$ cat config.mk
export PLATFORM = sky130hd
export DESIGN_NAME = vending_fsm_param_flat
export DESIGN_NICKNAME = d
export VERILOG_FILES = /design/src/rtl/vending_fsm_param_if.sv /design/src/rtl/vending_fsm_param.sv /design/src/flat_wrapper.sv
export SDC_FILE = /design/constraint.sdc
export NUM_CORES = 1
export LEC_CHECK = 0
export ABC_AREA = 1
export CORE_MARGIN = 1.5
export CORE_UTILIZATION = 30
export DETAILED_ROUTE_END_ITERATION = 6
export HOLD_SLACK_MARGIN = 0.05
export PLACE_DENSITY_LB_ADDON = 0.05
export SLEW_MARGIN = 15
export SYNTH_ARGS = -nofsm -noshare
export SYNTH_HDL_FRONTEND = slang
export SYNTH_SLANG_ARGS = --single-unit
$ cat constraint.sdc
create_clock -name clk -period 6.02 [get_ports clk]
set_clock_uncertainty 0.05 [all_clocks]
set_input_delay 0.602 -clock clk [delete_from_list [all_inputs] [get_ports clk]]
set_output_delay 0.602 -clock clk [all_outputs]
set_load 0.01 [all_outputs]
$ cat src/rtl/vending_fsm_param_if.sv
// Front-panel / dispenser bus of the parametrised vending controller.
//   master : panel + dispenser side, drives select, coin, cancel, vend_ack
//   slave  : controller side, drives product_sel, credit, vend_req,
//            change_valid, change_amt, coin_reject, busy, vend_count
interface vending_fsm_param_if #(
  parameter int unsigned NUM_PROD = 3,
  parameter int unsigned NUM_COIN = 3,
  parameter int unsigned CREDIT_W = 8,
  parameter int unsigned CNT_W    = 16
);
  logic [NUM_PROD-1:0] select;
  logic [NUM_COIN-1:0] coin;
  logic                cancel;
  logic                vend_ack;
  logic [NUM_PROD-1:0] product_sel;
  logic [CREDIT_W-1:0] credit;
  logic                vend_req;
  logic                change_valid;
  logic [CREDIT_W-1:0] change_amt;
  logic                coin_reject;
  logic                busy;
  logic [CNT_W-1:0]    vend_count;

  modport master (
    output select, coin, cancel, vend_ack,
    input  product_sel, credit, vend_req, change_valid, change_amt,
           coin_reject, busy, vend_count
  );

  modport slave (
    input  select, coin, cancel, vend_ack,
    output product_sel, credit, vend_req, change_valid, change_amt,
           coin_reject, busy, vend_count
  );
endinterface

$ cat src/rtl/vending_fsm_param.sv
// Parametrised vending controller: product selection, coin accumulation,
// cancel/refund, inactivity timeout and a req/ack dispenser handshake.
// Ports:
//   clk   - rising-edge clock
//   reset - asynchronous, active-high
//   bus   - vending_fsm_param_if.slave: select/coin/cancel/vend_ack in,
//           product_sel/credit/vend_req/change_valid/change_amt/
//           coin_reject/busy/vend_count out (all outputs registered)
module vending_fsm_param #(
  parameter int unsigned                 NUM_PROD    = 3,
  parameter int unsigned                 NUM_COIN    = 3,
  parameter int unsigned                 CREDIT_W    = 8,
  parameter logic [NUM_PROD*CREDIT_W-1:0] PRICES     = {8'd100, 8'd75, 8'd50},
  parameter logic [NUM_COIN*CREDIT_W-1:0] COIN_VALS  = {8'd100, 8'd50, 8'd25},
  parameter int unsigned                 TIMEOUT_CYC = 1000,
  parameter int unsigned                 CNT_W       = 16
) (
  input  logic                clk,
  input  logic                reset,
  vending_fsm_param_if.slave  bus
);

  localparam int unsigned TMR_W = $clog2(TIMEOUT_CYC) + 1;

  typedef enum logic [1:0] {
    S_IDLE,
    S_SELECTED,
    S_DISPENSE,
    S_CHANGE
  } state_t;

  state_t              state_q, state_d;
  logic [NUM_PROD-1:0] product_sel_q, product_sel_d;
  logic [CREDIT_W-1:0] credit_q, credit_d;
  logic [TMR_W-1:0]    timer_q, timer_d;
  logic                vend_req_q, vend_req_d;
  logic                change_valid_q, change_valid_d;
  logic [CREDIT_W-1:0] change_amt_q, change_amt_d;
  logic                coin_reject_q, coin_reject_d;
  logic                busy_q, busy_d;
  logic [CNT_W-1:0]    vend_count_q, vend_count_d;

  logic                sel_valid;
  logic [NUM_PROD-1:0] sel_onehot;
  logic                coin_valid;
  logic [CREDIT_W-1:0] coin_val;
  logic [CREDIT_W-1:0] price;
  logic [CREDIT_W:0]   sum;
  logic [TMR_W-1:0]    timer_inc;

  // Lowest set select bit wins; the rest are dropped silently.
  always_comb begin
    sel_valid  = 1'b0;
    sel_onehot = '0;
    for (int unsigned i = 0; i < NUM_PROD; i++) begin
      if (bus.select[i] && !sel_valid) begin
        sel_valid     = 1'b1;
        sel_onehot[i] = 1'b1;
      end
    end
  end

  // Lowest set coin bit wins; the rest are dropped silently.
  always_comb begin
    coin_valid = 1'b0;
    coin_val   = '0;
    for (int unsigned j = 0; j < NUM_COIN; j++) begin
      if (bus.coin[j] && !coin_valid) begin
        coin_valid = 1'b1;
        coin_val   = COIN_VALS[j*CREDIT_W +: CREDIT_W];
      end
    end
  end

  always_comb begin
    price = '0;
    for (int unsigned i = 0; i < NUM_PROD; i++) begin
      if (product_sel_q[i]) price = PRICES[i*CREDIT_W +: CREDIT_W];
    end
  end

  // One extra bit so an overflowing coin can be detected and refused.
  assign sum       = {1'b0, credit_q} + {1'b0, coin_val};
  assign timer_inc = timer_q + TMR_W'(1);

  always_comb begin
    state_d        = state_q;
    product_sel_d  = product_sel_q;
    credit_d       = credit_q;
    timer_d        = timer_q;
    vend_req_d     = vend_req_q;
    change_valid_d = 1'b0;
    change_amt_d   = change_amt_q;
    coin_reject_d  = 1'b0;
    vend_count_d   = vend_count_q;

    unique case (state_q)
      S_IDLE: begin
        if (sel_valid) begin
          state_d       = S_SELECTED;
          product_sel_d = sel_onehot;
          credit_d      = '0;
          timer_d       = '0;
        end else begin
          coin_reject_d = coin_valid;
        end
      end

      S_SELECTED: begin
        if (bus.cancel) begin
          coin_reject_d  = coin_valid;
          state_d        = S_CHANGE;
          change_valid_d = 1'b1;
          change_amt_d   = credit_q;
        end else if (coin_valid && !sum[CREDIT_W]) begin
          credit_d = sum[CREDIT_W-1:0];
          if (sum >= {1'b0, price}) begin
            state_d      = S_DISPENSE;
            change_amt_d = sum[CREDIT_W-1:0] - price;
            vend_req_d   = 1'b1;
          end else begin
            timer_d = '0;
          end
        end else begin
          // An overflowing coin is refused and does not count as activity.
          coin_reject_d = coin_valid;
          if (timer_inc == TMR_W'(TIMEOUT_CYC - 1)) begin
            state_d        = S_CHANGE;
            change_valid_d = 1'b1;
            change_amt_d   = credit_q;
          end else begin
            timer_d = timer_inc;
          end
        end
      end

      S_DISPENSE: begin
        coin_reject_d = coin_valid;
        if (bus.vend_ack) begin
          state_d        = S_CHANGE;
          vend_req_d     = 1'b0;
          vend_count_d   = vend_count_q + CNT_W'(1);
          change_valid_d = 1'b1;
        end
      end

      S_CHANGE: begin
        coin_reject_d = coin_valid;
        state_d       = S_IDLE;
        credit_d      = '0;
        product_sel_d = '0;
        change_amt_d  = '0;
        timer_d       = '0;
      end

      default: state_d = S_IDLE;
    endcase

    busy_d = (state_d != S_IDLE);
  end

  always_ff @(posedge clk or posedge reset) begin
    if (reset) begin
      state_q        <= S_IDLE;
      product_sel_q  <= '0;
      credit_q       <= '0;
      timer_q        <= '0;
      vend_req_q     <= 1'b0;
      change_valid_q <= 1'b0;
      change_amt_q   <= '0;
      coin_reject_q  <= 1'b0;
      busy_q         <= 1'b0;
      vend_count_q   <= '0;
    end else begin
      state_q        <= state_d;
      product_sel_q  <= product_sel_d;
      credit_q       <= credit_d;
      timer_q        <= timer_d;
      vend_req_q     <= vend_req_d;
      change_valid_q <= change_valid_d;
      change_amt_q   <= change_amt_d;
      coin_reject_q  <= coin_reject_d;
      busy_q         <= busy_d;
      vend_count_q   <= vend_count_d;
    end
  end

  assign bus.product_sel  = product_sel_q;
  assign bus.credit       = credit_q;
  assign bus.vend_req     = vend_req_q;
  assign bus.change_valid = change_valid_q;
  assign bus.change_amt   = change_amt_q;
  assign bus.coin_reject  = coin_reject_q;
  assign bus.busy         = busy_q;
  assign bus.vend_count   = vend_count_q;

endmodule

$ cat src/flat_wrapper.sv
// flat-port wrapper written by rule: the top's interface ports become plain ports
module vending_fsm_param_flat 
#(
  parameter int unsigned                 NUM_PROD    = 3,
  parameter int unsigned                 NUM_COIN    = 3,
  parameter int unsigned                 CREDIT_W    = 8,
  parameter logic [NUM_PROD*CREDIT_W-1:0] PRICES     = {8'd100, 8'd75, 8'd50},
  parameter logic [NUM_COIN*CREDIT_W-1:0] COIN_VALS  = {8'd100, 8'd50, 8'd25},
  parameter int unsigned                 TIMEOUT_CYC = 1000,
  parameter int unsigned                 CNT_W       = 16
)
  (clk, reset, bus_select, bus_coin, bus_cancel, bus_vend_ack, bus_product_sel, bus_credit, bus_vend_req, bus_change_valid, bus_change_amt, bus_coin_reject, bus_busy, bus_vend_count);
  vending_fsm_param_if #(.NUM_PROD(NUM_PROD), .NUM_COIN(NUM_COIN), .CREDIT_W(CREDIT_W), .CNT_W(CNT_W)) bus_i ();
  input  logic clk;
  input  logic reset;
  input wire logic [$bits(bus_i.select)-1:0] bus_select;
  input wire logic [$bits(bus_i.coin)-1:0] bus_coin;
  input wire logic [$bits(bus_i.cancel)-1:0] bus_cancel;
  input wire logic [$bits(bus_i.vend_ack)-1:0] bus_vend_ack;
  output wire logic [$bits(bus_i.product_sel)-1:0] bus_product_sel;
  output wire logic [$bits(bus_i.credit)-1:0] bus_credit;
  output wire logic [$bits(bus_i.vend_req)-1:0] bus_vend_req;
  output wire logic [$bits(bus_i.change_valid)-1:0] bus_change_valid;
  output wire logic [$bits(bus_i.change_amt)-1:0] bus_change_amt;
  output wire logic [$bits(bus_i.coin_reject)-1:0] bus_coin_reject;
  output wire logic [$bits(bus_i.busy)-1:0] bus_busy;
  output wire logic [$bits(bus_i.vend_count)-1:0] bus_vend_count;
  assign bus_i.select = bus_select;
  assign bus_i.coin = bus_coin;
  assign bus_i.cancel = bus_cancel;
  assign bus_i.vend_ack = bus_vend_ack;
  assign bus_product_sel = bus_i.product_sel;
  assign bus_credit = bus_i.credit;
  assign bus_vend_req = bus_i.vend_req;
  assign bus_change_valid = bus_i.change_valid;
  assign bus_change_amt = bus_i.change_amt;
  assign bus_coin_reject = bus_i.coin_reject;
  assign bus_busy = bus_i.busy;
  assign bus_vend_count = bus_i.vend_count;
  vending_fsm_param #(.NUM_PROD(NUM_PROD), .NUM_COIN(NUM_COIN), .CREDIT_W(CREDIT_W), .PRICES(PRICES), .COIN_VALS(COIN_VALS), .TIMEOUT_CYC(TIMEOUT_CYC), .CNT_W(CNT_W)) u_core (.clk(clk), .reset(reset), .bus(bus_i));
endmodule
==> results of run 1 <==
kinds of logic after synthesis:
group | synth area share (%)
compound gates | 7.84
xor+xnor | 6.32
fa+ha+maj | 8.02
buf+inv | 8.81
flops | 37.6
simple gates | 31.5
critical path, cell delays in order:
cell             delay [ns]
clkdlybuf4s50_1        0.53
nor2_4                 0.19
nand2_2                0.09
o21ai_0                0.11
ha_1                   0.31
inv_1                  0.12
o21bai_1               0.10
a31oi_1                0.19
xor2_1                 0.23
ha_1                   0.30
a21oi_1                0.12
o21ai_0                0.09
a21oi_1                0.20
nand4_1                0.18
nand3_1                0.14
nand2_2                0.09
nor2_1                 0.58
nand2_1                0.12
nand2_1                0.10
sequential cells by signal, indices dropped and copies added (netlist names), 2 cells and up:
register                cells
u_core.state_q              2
u_core.bus.product_sel      3
u_core.timer_q             11
u_core.bus.vend_count      16
u_core.bus.credit           8
u_core.bus.change_amt       8
through the flow:
stage          area [um2]  std cells  utilization, %  setup WS, ns  hold slack [ns]
6_report             4230        669            37.3          1.81            0.435
5_1_grt              4230        669            37.3          1.37            0.442
3_5_place_dp         4080        661            36.0          1.48            0.424
4_1_cts              4230        669            37.3          1.78            0.440
2_1_floorplan        3460        477               -          2.77            0.411
3_3_place_gp         4080        661            36.0          1.57            0.411
Yosys cell counts (all sizes together) (3+ instances only):
master	number	area [um2]
a21oi	23	115
buf	6	43.8
dfrtp	52	1300
ha	19	238
inv	67	254
nand2	143	557
nand3	45	225
nand4	9	56.3
nor2	47	189
nor3	4	31.3
o21ai	24	120
o21bai	3	22.5
xnor2	8	70.1
xor2	17	149
path summary, 6_finish.rpt:
check / from / end / slack, ns
min in group asynchronous: reset / u_core.bus.vend_count[7]$_DFFE_PP0P_ / 0.75
hold reg to reg: u_core.bus.vend_count[15]$_DFFE_PP0P_ / u_core.bus.vend_count[15]$_DFFE_PP0P_ / 0.43
setup / recovery: bus_coin[0] / u_core.timer_q[9]$_DFFE_PP0P_ / 1.81
hold / removal: u_core.bus.vend_count[15]$_DFFE_PP0P_ / u_core.bus.vend_count[15]$_DFFE_PP0P_ / 0.43
max in group asynchronous: reset / u_core.timer_q[0]$_DFFE_PP0P_ / 4.68
setup reg to reg: u_core.bus.credit[0]$_DFFE_PP0P_ / u_core.timer_q[9]$_DFFE_PP0P_ / 2.26
layout by cell type, fill, tap and decap left out, drive strengths merged:
cell type      netlist  final
a21o                 1      1
a21oi               23     23
a31oi                1      1
and2                 1      1
buf                  6      1
clkbuf               2      5
clkdlybuf4s50        0     48
clkinv               0      1
clkinvlp             0      1
dfrtp               52     52
fa                   2      2
ha                  19     19
inv                 67     68
nand2              143    143
nand3               45     45
nand4                9      9
nor2                47     47
nor3                 4      4
nor4                 1      1
o21ai               24     24
o21bai               3      3
or2                  2      2
xnor2                8      8
xor2                17     17
final cells by class:
type                    instances  share of cell area (%)
well taps                     143                    4.23
repair buffers                 49                    11.5
clock inverters                 3                   0.503
inverters                      67                    6.01
flip-flops and latches         52                    30.8
multi-input cells             350                    44.0
clock buffers                   5                    2.96
metal layers:
metal	vias up	wire, um	GRT usage [%]
met5	-	0	0
met4	0	131	4.10
li1	1611	-	-
met1	1430	4070	18.7
met2	46	4220	25.9
met3	7	209	1.98
power by group through the flow:
stage,Clock (mW),Combinational (mW),Sequential (mW)
detailed placement,0,1.09,0.517
floorplan,0,0.741,0.530
global placement,0,1.09,0.518
finish,0.292,1.08,0.510
CTS,0.305,1.10,0.512
global route,0.316,1.23,0.524
==> results by group, run 1 <==
Finish
  – Multi-input logic area: roughly 1900 um2
  – Sequential cell area: approximately 1300 um2
  – Filler cell count: 1242
  – Area growth syn-to-layout: 22.0%
  – Fin nets: 556
  – Layout cells sized above 1: 4.94%
  – Antenna cells: 0

Logic synthesis
  – Netlist Area Pre-Place: 3460 um2
  – Ys flop type: dfrtp_1
  – Sequential fraction of the synthesis area: 37.6%
  – Asr flop ratio synth: 100%
  – Synthesized flop and latch total: 52
  – Synth Instances: 477
  – Synth cell types: 30
  – Synthesized Nets: 508
  – Average cell area after synthesis: 7.26 um2
  – Ys Warns: 0
  – Post-synth EDFFs: 0

Power
  – Switching part of the total: around 46%
  – Power Density: 446 nW/um2
  – Flop pwr share: between 20% and 30%
  – Power Total: 1.88 mW
  – Clock power frac: 15.5%
  – Cell-internal power: ~1 mW
  – Sw Pwr: just under 0.9 mW
  – Pleak: roughly 2.1 nW
  – Max VDD drop: approximately 210 uV
  – Comb pwr share: 57.4%

STA
  – Final setup viols: 0
  – Achievable frequency: 237 MHz
  – RSZ-0062 raised after global routing: false
  – Slew HR: 38.3%
  – Worst Tran Pin Value: 0.922 ns
  – Final count of hold timing violations: 0
  – Setup TNS: 0 ns
  – Pins Over Slew Limit: 0
  – Min Clock Period, post-route: 4.21 ns
  – Final period util: 70.0%

Worst setup path
  – Worst Path Class, Setup: input pin to flip-flop
  – Critical path peak fanout: 11
  – R2R cell count: 16
  – Startpoint Class: input pin
  – WP data required: 6.20 ns
  – Crit end category: flip-flop
  – CP arrival: 4.39 ns

Status
  – Run status: finished, final reports clean

Floorplanning
  – Core ar.: ~11000 um2
  – Die Span X: 110 um
  – Rows: 39
  – Die ar.: 12200 um2
  – Initial Utilization: 30.6%
  – I/O pins: 49
  – Die H: 110 um

Routing
  – DRT iter0 DRCs: 120
  – Post-Route WL: 8640 um
  – DRC viols: 0
  – Wirelength per Cell: 12.9 um
  – Vias: 3094
  – First drt pass iteration count: 5
  – Post-route ant nets: 0
  – Vias per cell: roughly 4.6

CTS
  – Post-CTS Setup Repair Bufs: 0
  – Clk root buf: clkbuf_16
  – Cts repair resizes: 0
  – TritonCTS clock tree: built
  – Cts bufs inserted: 5
  – Clock slew at reported path FFs: 0.07 ns
  – TritonCTS sink count: 52
  – Clock buffer depth: 2
  – Hold-fix buffers, CTS: 0
  – Clk Latency, worst-skew pair: 0.29 ns
  – H-tree levels: 2

Run
  – Max Cap Violations: 0

Global route
  – Vias in the first global route: between 3000 and 4000
  – First-pass GRT wire length: 14700 um
  – Total Routing Usage GR: 14.7%
  – GRT overflow: 0
  – Largest net degree at the start of global routing: between 50 and 60
  – Initial antenna violation count: 0

Placed design
  – Routability cong.: between 0.8 and 0.9
  – PortBufs: 48
  – HPWL Detailed: 6620 um

Worst hold path
  – Worst Hold Depth: 1
  – Hold Crit Class: flip-flop to flip-flop
(Power assumes the default switching activity.)
==> run 2, diff against run 1 <==
Clock period 6.02 ns to 4.09 ns, I/O delays scaled along.
==> run 2 against run 1 <==
Die area is the same. Sequential share of layout area is 0.40 points lower. Via count increased by 0.52%. Final area increased by 1.3%. Setup slack got worse by 1.5 ns. Worst hold slack worse by 0.0081 ns. Largest power group unchanged. Highest routed layer unchanged.
==> results by group, run 2 (synthesized netlist as in run 1, its figures left out) <==
Worst setup path
  – Crit end category: flip-flop
  – CP arrival: 3.91 ns (-0.48 ns)
  – Worst path most repeated cell: nand2_1
  – Worst r2r src: u_core.bus.credit[0]$_DFFE_PP0P_
  – Reg2reg setup slack: 0.60 ns (-1.66 ns)
  – Reg2reg end: u_core.timer_q[8]$_DFFE_PP0P_
  – R2R cell count: 17 (+1)
  – Setup crit start: bus_coin[0]
  – Worst-path cell chain: clkdlybuf4s50_1, ha_1, fa_1, nand4_1, nand2_1, a31oi_1, xor2_1, ha_1, a21oi_1, o21ai_0, a21oi_2, nand4_1, nand3_1, nand2_2, inv_4, nand2_2, nand2_1, nand2_1
  – Critical path peak fanout: 11 (unchanged)
  – Startpoint Class: input pin
  – Crit path largest cell delay: 0.54 ns (-0.04 ns)
  – Worst Path Class, Setup: input pin to flip-flop
  – Critical path's slowest cell: clkdlybuf4s50_1
  – WP data required: 4.23 ns (-1.97 ns)

Worst hold path
  – WHS Endpoint: u_core.bus.vend_count[15]$_DFFE_PP0P_
  – Hold Crit Class: flip-flop to flip-flop
  – HP Start: u_core.bus.vend_count[15]$_DFFE_PP0P_
  – Worst Hold Depth: 1 (unchanged)

Power
  – Power Density: 662 nW/um2 (+49%)
  – Max VDD drop: 323 uV (+56%)
  – Pleak: 2.12 nW (+1.5%)
  – Power Total: 2.84 mW (+51%)

CTS
  – Clock buffer depth: 2 (unchanged)
  – TritonCTS clock tree: built
  – Hold-fix buffers, CTS: 0 (unchanged)
  – TritonCTS sink count: 52 (unchanged)
  – Cts bufs inserted: 5 (unchanged)
  – Clk Latency, worst-skew pair: 0.30 ns (about the same)
  – Clk root buf: clkbuf_16
  – Clock slew at reported path FFs: 0.08 ns (about the same)
  – H-tree levels: 2 (unchanged)

Floorplanning
  – Die Span X: 110 um (unchanged)
  – I/O pins: 49 (unchanged)
  – Die H: 110 um (unchanged)
  – Rows: 39 (unchanged)
  – Die ar.: 12200 um2 (unchanged)
  – Initial Utilization: 30.6% (unchanged)
  – Core ar.: 11300 um2 (unchanged)

Routing
  – Wirelength per Cell: 12.8 um (-0.99%)
  – Vias per cell: 4.61 (-0.38%)
  – Post-Route WL: 8630 um (-0.10%)
  – WL met3: 192 um (-8.1%)
  – Max Used Layer: met4
  – Vias: 3110 (+0.52%)
  – Post-Route M1 WL: 4110 um (+1.0%)
  – Post-route ant nets: 0 (unchanged)
  – DRT iter0 DRCs: 123 (+2.5%)
  – DRC viols: 0 (unchanged)
  – First drt pass iteration count: 4 (-1)
  – Metal2 WL: 4280 um (+1.3%)

Placed design
  – PortBufs: 48 (unchanged)
  – Routability cong.: 0.860 (+6.0%)
  – HPWL Detailed: 6580 um (-0.74%)

STA
  – Final period util: 92.3%
  – Worst Tran Pin Value: 0.680 ns (-0.241 ns)
  – Achievable frequency: about 260 MHz
  – Final count of hold timing violations: 0 (unchanged)
  – Min Clock Period, post-route: 3.77 ns
  – Slew HR: 54.6% (+16 points)
  – Final setup viols: 0 (unchanged)
  – RSZ-0062 raised after global routing: false
  – Pins Over Slew Limit: 0 (unchanged)

Global route
  – GRT overflow: 0 (unchanged)
  – Initial antenna violation count: 0 (unchanged)
  – Vias in the first global route: 3050 (+1.1%)
  – First-pass GRT wire length: 15100 um (+2.7%)
  – Total Routing Usage GR: 15.0% (+0.33 points)
  – Largest net degree at the start of global routing: 32 (-40%)

Finish
  – Post-route core utilization: 37.8% (+0.49 points)
  – Area growth syn-to-layout: 23.6%
  – Commonest non-fill, non-tap cell in the layout: nand2_1
  – Fin nets: 562 (+1.1%)
  – Commonest non-fill, non-tap cells in the layout: 135 x nand2_1, 64 x inv_1, 52 x dfrtp_1
  – Max FFs per register: 16 (unchanged)
  – Antenna cells: 0 (unchanged)
  – Layout cells sized above 1: 6.20% (+1.3 points)

Run
  – Max Cap Violations: 0 (unchanged)

Status
  – Run status: finished, final reports clean
-- run 2: changes by cell type in the layout (fill, tap and decap cells not counted) --
| cell | previous run | this run |
|---|---|---|
| clkinv_4 | 0 | 1 |
| a21oi_2 | 0 | 1 |
| buf_4 | 1 | 7 |
| inv_8 | 0 | 1 |
| clkinv_2 | 1 | 0 |
| a21oi_1 | 23 | 22 |
| inv_6 | 1 | 0 |
-- run 2: what timing repair did --
item | in CTS | in global routing
buffers inserted | 0 | 1
endpoints found under the setup margin | 0 | 13
gates resized for setup | 0 | 1
-- run 2: worst max path at each step --
| stage | endpoint | slack [ns] | depth (start not counted) |
|---|---|---|---|
| 2_1_floorplan | u_core.timer_q[0]$_DFFE_PP0P_ | 0.98 | 18 |
| 3_3_place_gp | u_core.timer_q[10]$_DFFE_PP0P_ | 0.06 | 18 |
| 3_5_place_dp | u_core.timer_q[9]$_DFFE_PP0P_ | -0.02 | 18 |
| 4_1_cts | u_core.timer_q[9]$_DFFE_PP0P_ | 0.25 | 18 |
| 5_1_grt | u_core.timer_q[8]$_DFFE_PP0P_ | 0.05 | 18 |
| 6_report | u_core.timer_q[8]$_DFFE_PP0P_ | 0.32 | 18 |
-- run 2: cell type report --
class / count / area, um2
Clock buffer: 5 / 125
Clock inverter: 3 / 27.5
Fill cell: 1218 / 7040
Inverter: 67 / 254
Multi-Input combinational cell: 350 / 1860
Sequential cell: 52 / 1300
Tap cell: 143 / 179
Timing Repair Buffer: 55 / 533
-- run 2: where the power goes --
group / switching (mW) / internal (mW)
combinational: 0.976 / 0.662
sequential: 0.112 / 0.636
clock: 0.216 / 0.233
total: 1.30 / 1.53
-- run 2: critical path, delay by kind of cell --
family | cells | cell delay (ns)
AOI/OAI and AO/OA | 4 | 0.57
and+or+nand+nor | 8 | 0.96
adders and majority gates | 3 | 1.02
xor gates and xnor gates | 1 | 0.28
buffers and inverters | 2 | 0.66
-- run 2: metal layers --
layer / vias to the layer above / global-route usage [%]
li1: 1630 / -
met3: 4 / 2.09
met4: 0 / 2.56
met1: 1430 / 19.8
met2: 46 / 26.5
met5: - / 0
-- run 2: metrics by stage --
step	setup slack, ns	instances	cell area (um2)	TNS [ns]	hold slack (ns)
2_1_floorplan	0.982	477	3460	0	0.411
3_3_place_gp	0.0571	666	4120	0	0.411
3_5_place_dp	-0.0166	666	4120	-0.0769	0.418
4_1_cts	0.247	674	4270	0	0.433
5_1_grt	0.0481	675	4280	0	0.445
6_report	0.315	675	4280	0	0.427
==> run 3, diff against run 2 <==
Settings changed: CTS_CLUSTER_DIAMETER from default to 60.
==> results of run 3 <==
Final layout, timing and power as in run 2 (identical DEF).
